`config.mk`:
```
export PLATFORM = sky130hd
export DESIGN_NAME = mfp_uart_transmitter
export DESIGN_NICKNAME = d
export VERILOG_FILES = /design/src/rtl/mfp_uart_transmitter.sv
export SDC_FILE = /design/constraint.sdc
export NUM_CORES = 1
export LEC_CHECK = 0
export CORE_UTILIZATION = 35
export CTS_CLUSTER_SIZE = 14
export DETAILED_ROUTE_END_ITERATION = 16
export SLEW_MARGIN = 5
export SYNTH_ARGS = -nofsm -noshare
export SYNTH_HDL_FRONTEND = slang
export SYNTH_SLANG_ARGS = --single-unit
```
`constraint.sdc`:
```
create_clock -name clock -period 3.4 [get_ports clock]
set_input_delay 0.68 -clock clock [delete_from_list [all_inputs] [get_ports clock]]
set_output_delay 0.68 -clock clock [all_outputs]
set_load 0.03 [all_outputs]
```
`src/rtl/mfp_uart_transmitter.sv`:
```
// 8N1 UART transmitter fed by a small power-of-two byte FIFO.
// Single rising-edge clock domain with a synchronous, active-high reset.
module mfp_uart_transmitter #(
    parameter int unsigned clock_frequency        = 50000000,
    parameter int unsigned baud_rate              = 9600,
    parameter int unsigned clock_cycles_in_symbol = clock_frequency / baud_rate,
    parameter int unsigned fifo_depth             = 4
) (
    input  logic       clock,
    input  logic       reset,
    input  logic [7:0] byte_data,
    input  logic       byte_valid,
    output logic       byte_ready,
    output logic       tx,
    output logic       busy
);

    localparam int unsigned PtrW  = (fifo_depth > 2) ? $clog2(fifo_depth) : 1;
    localparam int unsigned CntW  = PtrW + 1;
    localparam int unsigned BaudW = (clock_cycles_in_symbol > 2) ?
                                    $clog2(clock_cycles_in_symbol) : 1;

    localparam logic [CntW-1:0]  DepthVal = CntW'(fifo_depth);
    localparam logic [BaudW-1:0] BaudLast = BaudW'(clock_cycles_in_symbol - 1);

    typedef enum logic [1:0] {
        StIdle,
        StStart,
        StData,
        StStop
    } state_e;

    // FIFO storage and bookkeeping
    logic [7:0]      mem_q [fifo_depth];
    logic [7:0]      mem_d [fifo_depth];
    logic [PtrW-1:0] wr_ptr_q, wr_ptr_d;
    logic [PtrW-1:0] rd_ptr_q, rd_ptr_d;
    logic [CntW-1:0] count_q, count_d;

    // Serialiser state
    state_e           state_q, state_d;
    logic [BaudW-1:0] baud_cnt_q, baud_cnt_d;
    logic [2:0]       bit_cnt_q, bit_cnt_d;
    logic [7:0]       shift_q, shift_d;
    logic             tx_q, tx_d;
    logic             busy_q, busy_d;

    logic       push;
    logic       pop;
    logic       fifo_empty;
    logic       baud_done;
    logic [7:0] head;

    // byte_ready is a pure function of registered occupancy, never of byte_valid.
    assign byte_ready = (count_q < DepthVal);
    assign fifo_empty = (count_q == '0);
    assign push       = byte_valid && byte_ready;
    assign head       = mem_q[rd_ptr_q];
    assign baud_done  = (baud_cnt_q == BaudLast);

    assign tx   = tx_q;
    assign busy = busy_q;

    // FIFO next state
    always_comb begin
        mem_d    = mem_q;
        wr_ptr_d = wr_ptr_q;
        rd_ptr_d = rd_ptr_q;
        count_d  = count_q;

        if (push) begin
            mem_d[wr_ptr_q] = byte_data;
            wr_ptr_d        = wr_ptr_q + PtrW'(1);
        end
        if (pop) begin
            rd_ptr_d = rd_ptr_q + PtrW'(1);
        end

        unique case ({push, pop})
            2'b10:   count_d = count_q + CntW'(1);
            2'b01:   count_d = count_q - CntW'(1);
            default: count_d = count_q;
        endcase
    end

    // Frame FSM: the shift register shifts right so the next data bit is always at [1]/[0].
    always_comb begin
        state_d    = state_q;
        baud_cnt_d = baud_cnt_q + BaudW'(1);
        bit_cnt_d  = bit_cnt_q;
        shift_d    = shift_q;
        tx_d       = tx_q;
        pop        = 1'b0;

        unique case (state_q)
            StIdle: begin
                baud_cnt_d = '0;
                tx_d       = 1'b1;
                if (!fifo_empty) begin
                    pop     = 1'b1;
                    shift_d = head;
                    tx_d    = 1'b0;
                    state_d = StStart;
                end
            end

            StStart: begin
                if (baud_done) begin
                    baud_cnt_d = '0;
                    bit_cnt_d  = '0;
                    tx_d       = shift_q[0];
                    state_d    = StData;
                end
            end

            StData: begin
                if (baud_done) begin
                    baud_cnt_d = '0;
                    if (bit_cnt_q == 3'd7) begin
                        tx_d    = 1'b1;
                        state_d = StStop;
                    end else begin
                        bit_cnt_d = bit_cnt_q + 3'd1;
                        shift_d   = {1'b0, shift_q[7:1]};
                        tx_d      = shift_q[1];
                    end
                end
            end

            StStop: begin
                if (baud_done) begin
                    baud_cnt_d = '0;
                    if (!fifo_empty) begin
                        // Chain straight into the next start bit with no idle gap.
                        pop     = 1'b1;
                        shift_d = head;
                        tx_d    = 1'b0;
                        state_d = StStart;
                    end else begin
                        tx_d    = 1'b1;
                        state_d = StIdle;
                    end
                end
            end

            default: begin
                baud_cnt_d = '0;
                tx_d       = 1'b1;
                state_d    = StIdle;
            end
        endcase

        busy_d = (state_d != StIdle) || (count_d != '0);
    end

    always_ff @(posedge clock) begin
        if (reset) begin
            state_q    <= StIdle;
            baud_cnt_q <= '0;
            bit_cnt_q  <= '0;
            shift_q    <= '0;
            tx_q       <= 1'b1;
            busy_q     <= 1'b0;
            wr_ptr_q   <= '0;
            rd_ptr_q   <= '0;
            count_q    <= '0;
        end else begin
            state_q    <= state_d;
            baud_cnt_q <= baud_cnt_d;
            bit_cnt_q  <= bit_cnt_d;
            shift_q    <= shift_d;
            tx_q       <= tx_d;
            busy_q     <= busy_d;
            wr_ptr_q   <= wr_ptr_d;
            rd_ptr_q   <= rd_ptr_d;
            count_q    <= count_d;
        end
    end

    // Storage needs no reset: emptiness is tracked by count_q alone.
    always_ff @(posedge clock) begin
        mem_q <= mem_d;
    end

endmodule

```
[Word level (Yosys, flattened, before mapping)]
Cells that the tools add are included.
Cells by class
  $add $sub $neg: 6
  $lt $le $gt $ge: 4
  equal/unequal tests: 11
  muxes and demuxes: 34
  bitwise operators: 2
  reduce and logical (&&, ||, !) cells: 13
Operators by type and width (number)
  $mux W8: 7
  $bwmux W32: 1
  $pmux W13 S2: 1
  $pmux W8 S3: 1
  $bmux W8 S2: 1
  $demux W8 S2: 1
  $add A13 B1 Y13 const B: 1
  $eq A13 B13 Y1 const B: 1
  $mux W13: 1
  $pmux W3 S2: 2
  $mux W2: 5
  $mux W3: 3
  $mux W1: 8
  $ne A2 B2 Y1 const B: 4
  $pmux W2 S4: 1
  $reduce_and A4 Y1: 2
  $add A3 B1 Y3 const B: 2
  $eq A2 B2 Y1 const B: 3
  $ge A3 B3 Y1 const B: 2
  $not A2 Y3: 2
  $reduce_bool A3 Y1: 2
  $add A2 B1 Y2 const B: 2
  $eq A2 B1 Y1 const B: 2
  $pmux W1 S4: 1
  other kinds (12): 14
Word-level totals
  register bits: 67
  input bits: 11
  word-level logic and storage cells: 83

[Depth between registers and ports, before layout]
  word-level depth: 8
  depth in mapped cells: 12

[Least setup slack after synthesis]
Ideal clock, no wire load.
  kind: register to register
  from: register baud_cnt_q[0]
  to: register busy_q (netlist: busy)
  library setup time: 0.122 ns
  data arrival time: 2.525 ns
  data required time: 3.278 ns
  path slack: 0.753 ns
  stages on the path, launching flop included: 13
  path buffers: 1
  period minus slack after synthesis: 2.647 ns
  cells stage by stage: dfxtp_1 ha_1 and4bb_1 buf_6 a41oi_1 nor3_1 ha_1 inv_1 fa_1 xor2_1 o21ai_0 a41oi_1 a221o_1
On the way
  word-level cells in the longest chain between the ends: 7
  elaborated cells on any way between the ends: 13
  classes of those cells: 3 x eq/ne; 7 x mux; 3 x reduce/logical
Ends and longest elaborated chain
  start: declaration: RTL line 42  | logic [BaudW-1:0] baud_cnt_q, baud_cnt_d;
  start signal: assignment: RTL line 169  | baud_cnt_q <= baud_cnt_d;
  $eq A13 B13 Y1 (*): RTL line 59  | assign baud_done = (baud_cnt_q == BaudLast);
  $mux W1 (*): RTL line 131  | if (baud_done) begin
  $pmux W1 S2 (*): RTL line 95  | unique case (state_q)
  net pop: RTL line 49  | logic pop;
  $eq A2 B1 Y1 / $eq A2 B2 Y1 (equally long branches): RTL line 79  | unique case ({push, pop})
  $pmux W3 S2 (*): RTL line 79
  $reduce_bool A3 Y1 (*): RTL line 153  | busy_d = (state_d != StIdle) || (count_d != '0);
  $logic_or A1 B1 Y1 (*): RTL line 153
  end signal: assignment: RTL line 173  | busy_q <= busy_d;
  end: declaration: RTL line 46  | logic busy_q, busy_d;
Mark *: on every way through the listed nets, which the timed path passes. The rest lies on a longest branch.
A chain may end at the register's enable or synchronous reset.

[Worst setup path in the final report]
Ends and elaborated chain as after synthesis.

==> flow_summary.json <==
{
  "clk_latency_ns": 0.35,
  "p_int_mw": 1.84,
  "wl_um": 5560,
  "number_of_flip_flops_and_latches_in_the_synthesized_netlist": 67,
  "hpwl_um": 3770,
  "cts_made_buffers": 9,
  "instances_no_fill": 391,
  "finClkSkew_ns": 0.0106,
  "vias_per_cell": 5.11,
  "static-leakage-power_nw": 1.26,
  "finalWorstSetupSlack_ns": 0.350,
  "synth_edf_count": 32,
  "cts_setup_buffers": 0,
  "placedInstanceArea_um2": 3400,
  "critPathMaxFanout": 7,
  "async_s_r_ff_share_synth": 0,
  "rsz0062_at_grt": "no",
  "finalInstanceArea_um2": 3610,
  "cts-resized-gates": 0,
  "report.final.hold_viol_count": 0,
  "antenna_found_initial": 0,
  "ioPinCount": 14,
  "layout-area-overhead-vs-synth_pct": 13.4,
  "comb_power_share": 0.357,
  "clk_transition_reported_paths_ns": 0.08,
  "placed_cells": 375,
  "ctsHoldBuffers": 0,
  "fraction_of_the_yosys_area_taken_by_sequential_cells": 0.522,
  "grt.total_usage": 0.131,
  "clock_power_share": 0.249,
  "gp_congestion": 0.758,
  "std_cell_rows": 34,
  "cts.path.max_buffers": 2,
  "layout.nets": 302,
  "post-route-period-util": 0.897,
  "drt-initial-drc-count": 70,
  "mappedNetlistArea_um2": 3180,
  "achievable-frequency_mhz": 328,
  "die_x_um": 97.4,
  "cap_violations": 0,
  "core_um2": 8760,
  "arrival_ns": 3.29,
  "post-route-drc-count": 0,
  "cts_num_sinks": 67,
  "portBuffers": 13,
  "place_ws_ns": 0.404,
  "period_needed_ns": 3.05,
  "design_power_total_mw": 2.82,
  "die_height_um": 97.4,
  "root_buffer": "sky130_fd_sc_hd__clkbuf_8",
  "synthDistinctLibCells": 49,
  "slew-limit-headroom": 0.548,
  "cp.required_ns": 3.64,
  "powerDensity_nw_per_um2": 782,
  "cts_htree_levels": 3,
  "reg2regPathDepth": 11,
  "average_instance_area_after_synthesis_um2": 12.1,
  "globalRoute.totalOverflow": 0,
  "drt_pass1_iterations": 4,
  "p_sw_frac": 0.347,
  "vdd_ir_max_uv": 299,
  "synthesis_warning_total": 0,
  "final-max-slew-violation-count": 0,
  "worst_hold_startpoint": "baud_cnt_q[0]$_SDFF_PP0_",
  "grt_pass1_wl_um": 9670,
  "start_util": 0.363,
  "run_status": "complete, no violations",
  "syn-instance-count": 263,
  "timing.rr.start": "baud_cnt_q[0]$_SDFF_PP0_",
  "antenna-diode-count": 0,
  "reg2reg_to": "busy$_SDFF_PP0_",
  "route.vias.total": 1997,
  "critPathCaptureType": "flip-flop",
  "start_kind": "flip-flop",
  "dominantRegCellSynth": "sky130_fd_sc_hd__dfxtp_1",
  "timing.hold.worst_endpoint": "baud_cnt_q[0]$_SDFF_PP0_",
  "power.share.sequential": 0.394,
  "drt-wirelength-per-cell_um": 14.2,
  "cts_tree": "built",
  "type_of_the_worst_setup_path": "flip-flop to flip-flop",
  "setup_viol_count_final": 0,
  "worst_slew_pin_slew_ns": 0.678,
  "rrSetupSlack_ns": 0.35,
  "netSwitchingPower_uw": 979,
  "holdPathStages": 1,
  "setup_total_negative_slack_ns": 0,
  "antenna_violating_nets_post_route": 0,
  "layout-drive-gt1-share": 0.138,
  "timing.hold.worst.class": "flip-flop to flip-flop",
  "first_global_vias": 2002,
  "synthesis.nets": 287,
  "die-area_um2": 9480,
  "pin_count_of_the_biggest_net_entering_global_routing": 16
}
power groups by stage:
| stage | Combinational [mW] | Clock (mW) | Sequential, mW |
|---|---|---|---|
| floorplan | 0.817 | 0 | 1.10 |
| global route | 1.12 | 0.763 | 1.13 |
| CTS | 1.01 | 0.720 | 1.11 |
| finish | 1.01 | 0.702 | 1.11 |
| detailed placement | 1.01 | 0 | 1.13 |
| global placement | 0.984 | 0 | 1.13 |
through the flow:
| stage | hold WS, ns | utilization |
|---|---|---|
| 2_1_floorplan | 0.426 | - |
| 4_1_cts | 0.471 | 0.412 |
| 5_1_grt | 0.523 | 0.412 |
| 3_3_place_gp | 0.440 | 0.388 |
| 3_5_place_dp | 0.451 | 0.388 |
| 6_report | 0.473 | 0.412 |
layout by cell type (no fill, tap or decap), types with 4 or more instances in the layout:
cell and instances:
sky130_fd_sc_hd__dfxtp_1 35, sky130_fd_sc_hd__edfxtp_1 32, sky130_fd_sc_hd__nor2_1 25, sky130_fd_sc_hd__clkdlybuf4s50_1 13, sky130_fd_sc_hd__inv_1 12, sky130_fd_sc_hd__ha_1 12, sky130_fd_sc_hd__nor2b_1 9, sky130_fd_sc_hd__a21oi_1 9
sky130_fd_sc_hd__xor2_1 9, sky130_fd_sc_hd__clkbuf_8 9, sky130_fd_sc_hd__nand2_1 8, sky130_fd_sc_hd__mux4_2 8, sky130_fd_sc_hd__mux2i_1 8, sky130_fd_sc_hd__and2_1 7, sky130_fd_sc_hd__or3_1 7, sky130_fd_sc_hd__mux2_4 7
sky130_fd_sc_hd__nand4_1 6, sky130_fd_sc_hd__nand2b_1 6, sky130_fd_sc_hd__o21ai_0 4, sky130_fd_sc_hd__buf_4 4
area by class of cell:
class                           instances  area [um^2]
Clock buffer                            9          124
Clock inverter                          7         82.6
Fill cell                             828         5150
Inverter                               12         45.0
Multi-Input combinational cell        171         1400
Sequential cell                        67         1660
Tap cell                              108          135
Timing Repair Buffer                   17          160
cells in the mapped netlist (all sizes together), types with 8 or more instances:
library cell / n / area share
edfxtp: 32 / 0.30
mux4: 8 / 0.057
buf: 9 / 0.019
xor2: 9 / 0.025
and2: 8 / 0.016
nor2b: 9 / 0.018
a21oi: 9 / 0.014
mux2i: 8 / 0.025
nand2: 8 / 0.0094
dfxtp: 35 / 0.22
inv: 12 / 0.014
nor2: 25 / 0.029
ha: 12 / 0.047
state kept, by name, summed over array words and instances (netlist names):
signal      count
rd_ptr_q        2
bit_cnt_q       3
state_q         2
baud_cnt_q     13
shift_q         8
wr_ptr_q        2
busy            1
tx              1
mem_q          32
count_q         3
layer usage:
metal  global-route usage  wire length (um)
met1                0.172              2770
met2                0.195              2450
met3               0.0410               214
met4               0.0611               124
met5                    0                 0
critical path, cell delays in order, from the launching register on:
cell                       delay, ns
sky130_fd_sc_hd__dfxtp_1        0.37
sky130_fd_sc_hd__ha_1           0.22
sky130_fd_sc_hd__and4bb_1       0.40
sky130_fd_sc_hd__a41oi_1        0.27
sky130_fd_sc_hd__nor3_1         0.23
sky130_fd_sc_hd__ha_1           0.22
sky130_fd_sc_hd__inv_1          0.06
sky130_fd_sc_hd__fa_1           0.37
sky130_fd_sc_hd__xor2_1         0.16
sky130_fd_sc_hd__o21ai_0        0.22
sky130_fd_sc_hd__a41oi_1        0.15
sky130_fd_sc_hd__a221o_1        0.27
how the worst max path moves through the flow:
stage / from / end / slack (ns) / cells past startpoint
global route: baud_cnt_q[0]$_SDFF_PP0_ / busy$_SDFF_PP0_ / 0.09 / 11
detailed placement: baud_cnt_q[0]$_SDFF_PP0_ / busy$_SDFF_PP0_ / 0.40 / 11
CTS: baud_cnt_q[0]$_SDFF_PP0_ / busy$_SDFF_PP0_ / 0.36 / 11
global placement: baud_cnt_q[0]$_SDFF_PP0_ / busy$_SDFF_PP0_ / 0.49 / 11
finish: baud_cnt_q[0]$_SDFF_PP0_ / busy$_SDFF_PP0_ / 0.35 / 11
floorplan: baud_cnt_q[0]$_SDFF_PP0_ / busy$_SDFF_PP0_ / 0.75 / 12
cells by family (layout without fill, tap and decap cells):
group	count (synthesis)	count (layout)	share of synthesized area
XOR/XNOR	12	12	0.0330
multiplexers	23	23	0.115
AO/OA/AOI/OAI	36	36	0.0806
AND/OR/NAND/NOR	87	87	0.158
buffers and inverters	25	45	0.0377
flip-flops	67	67	0.522
adder cells (fa/ha/maj)	13	13	0.0535
Power figures use the tool's default switching activity.
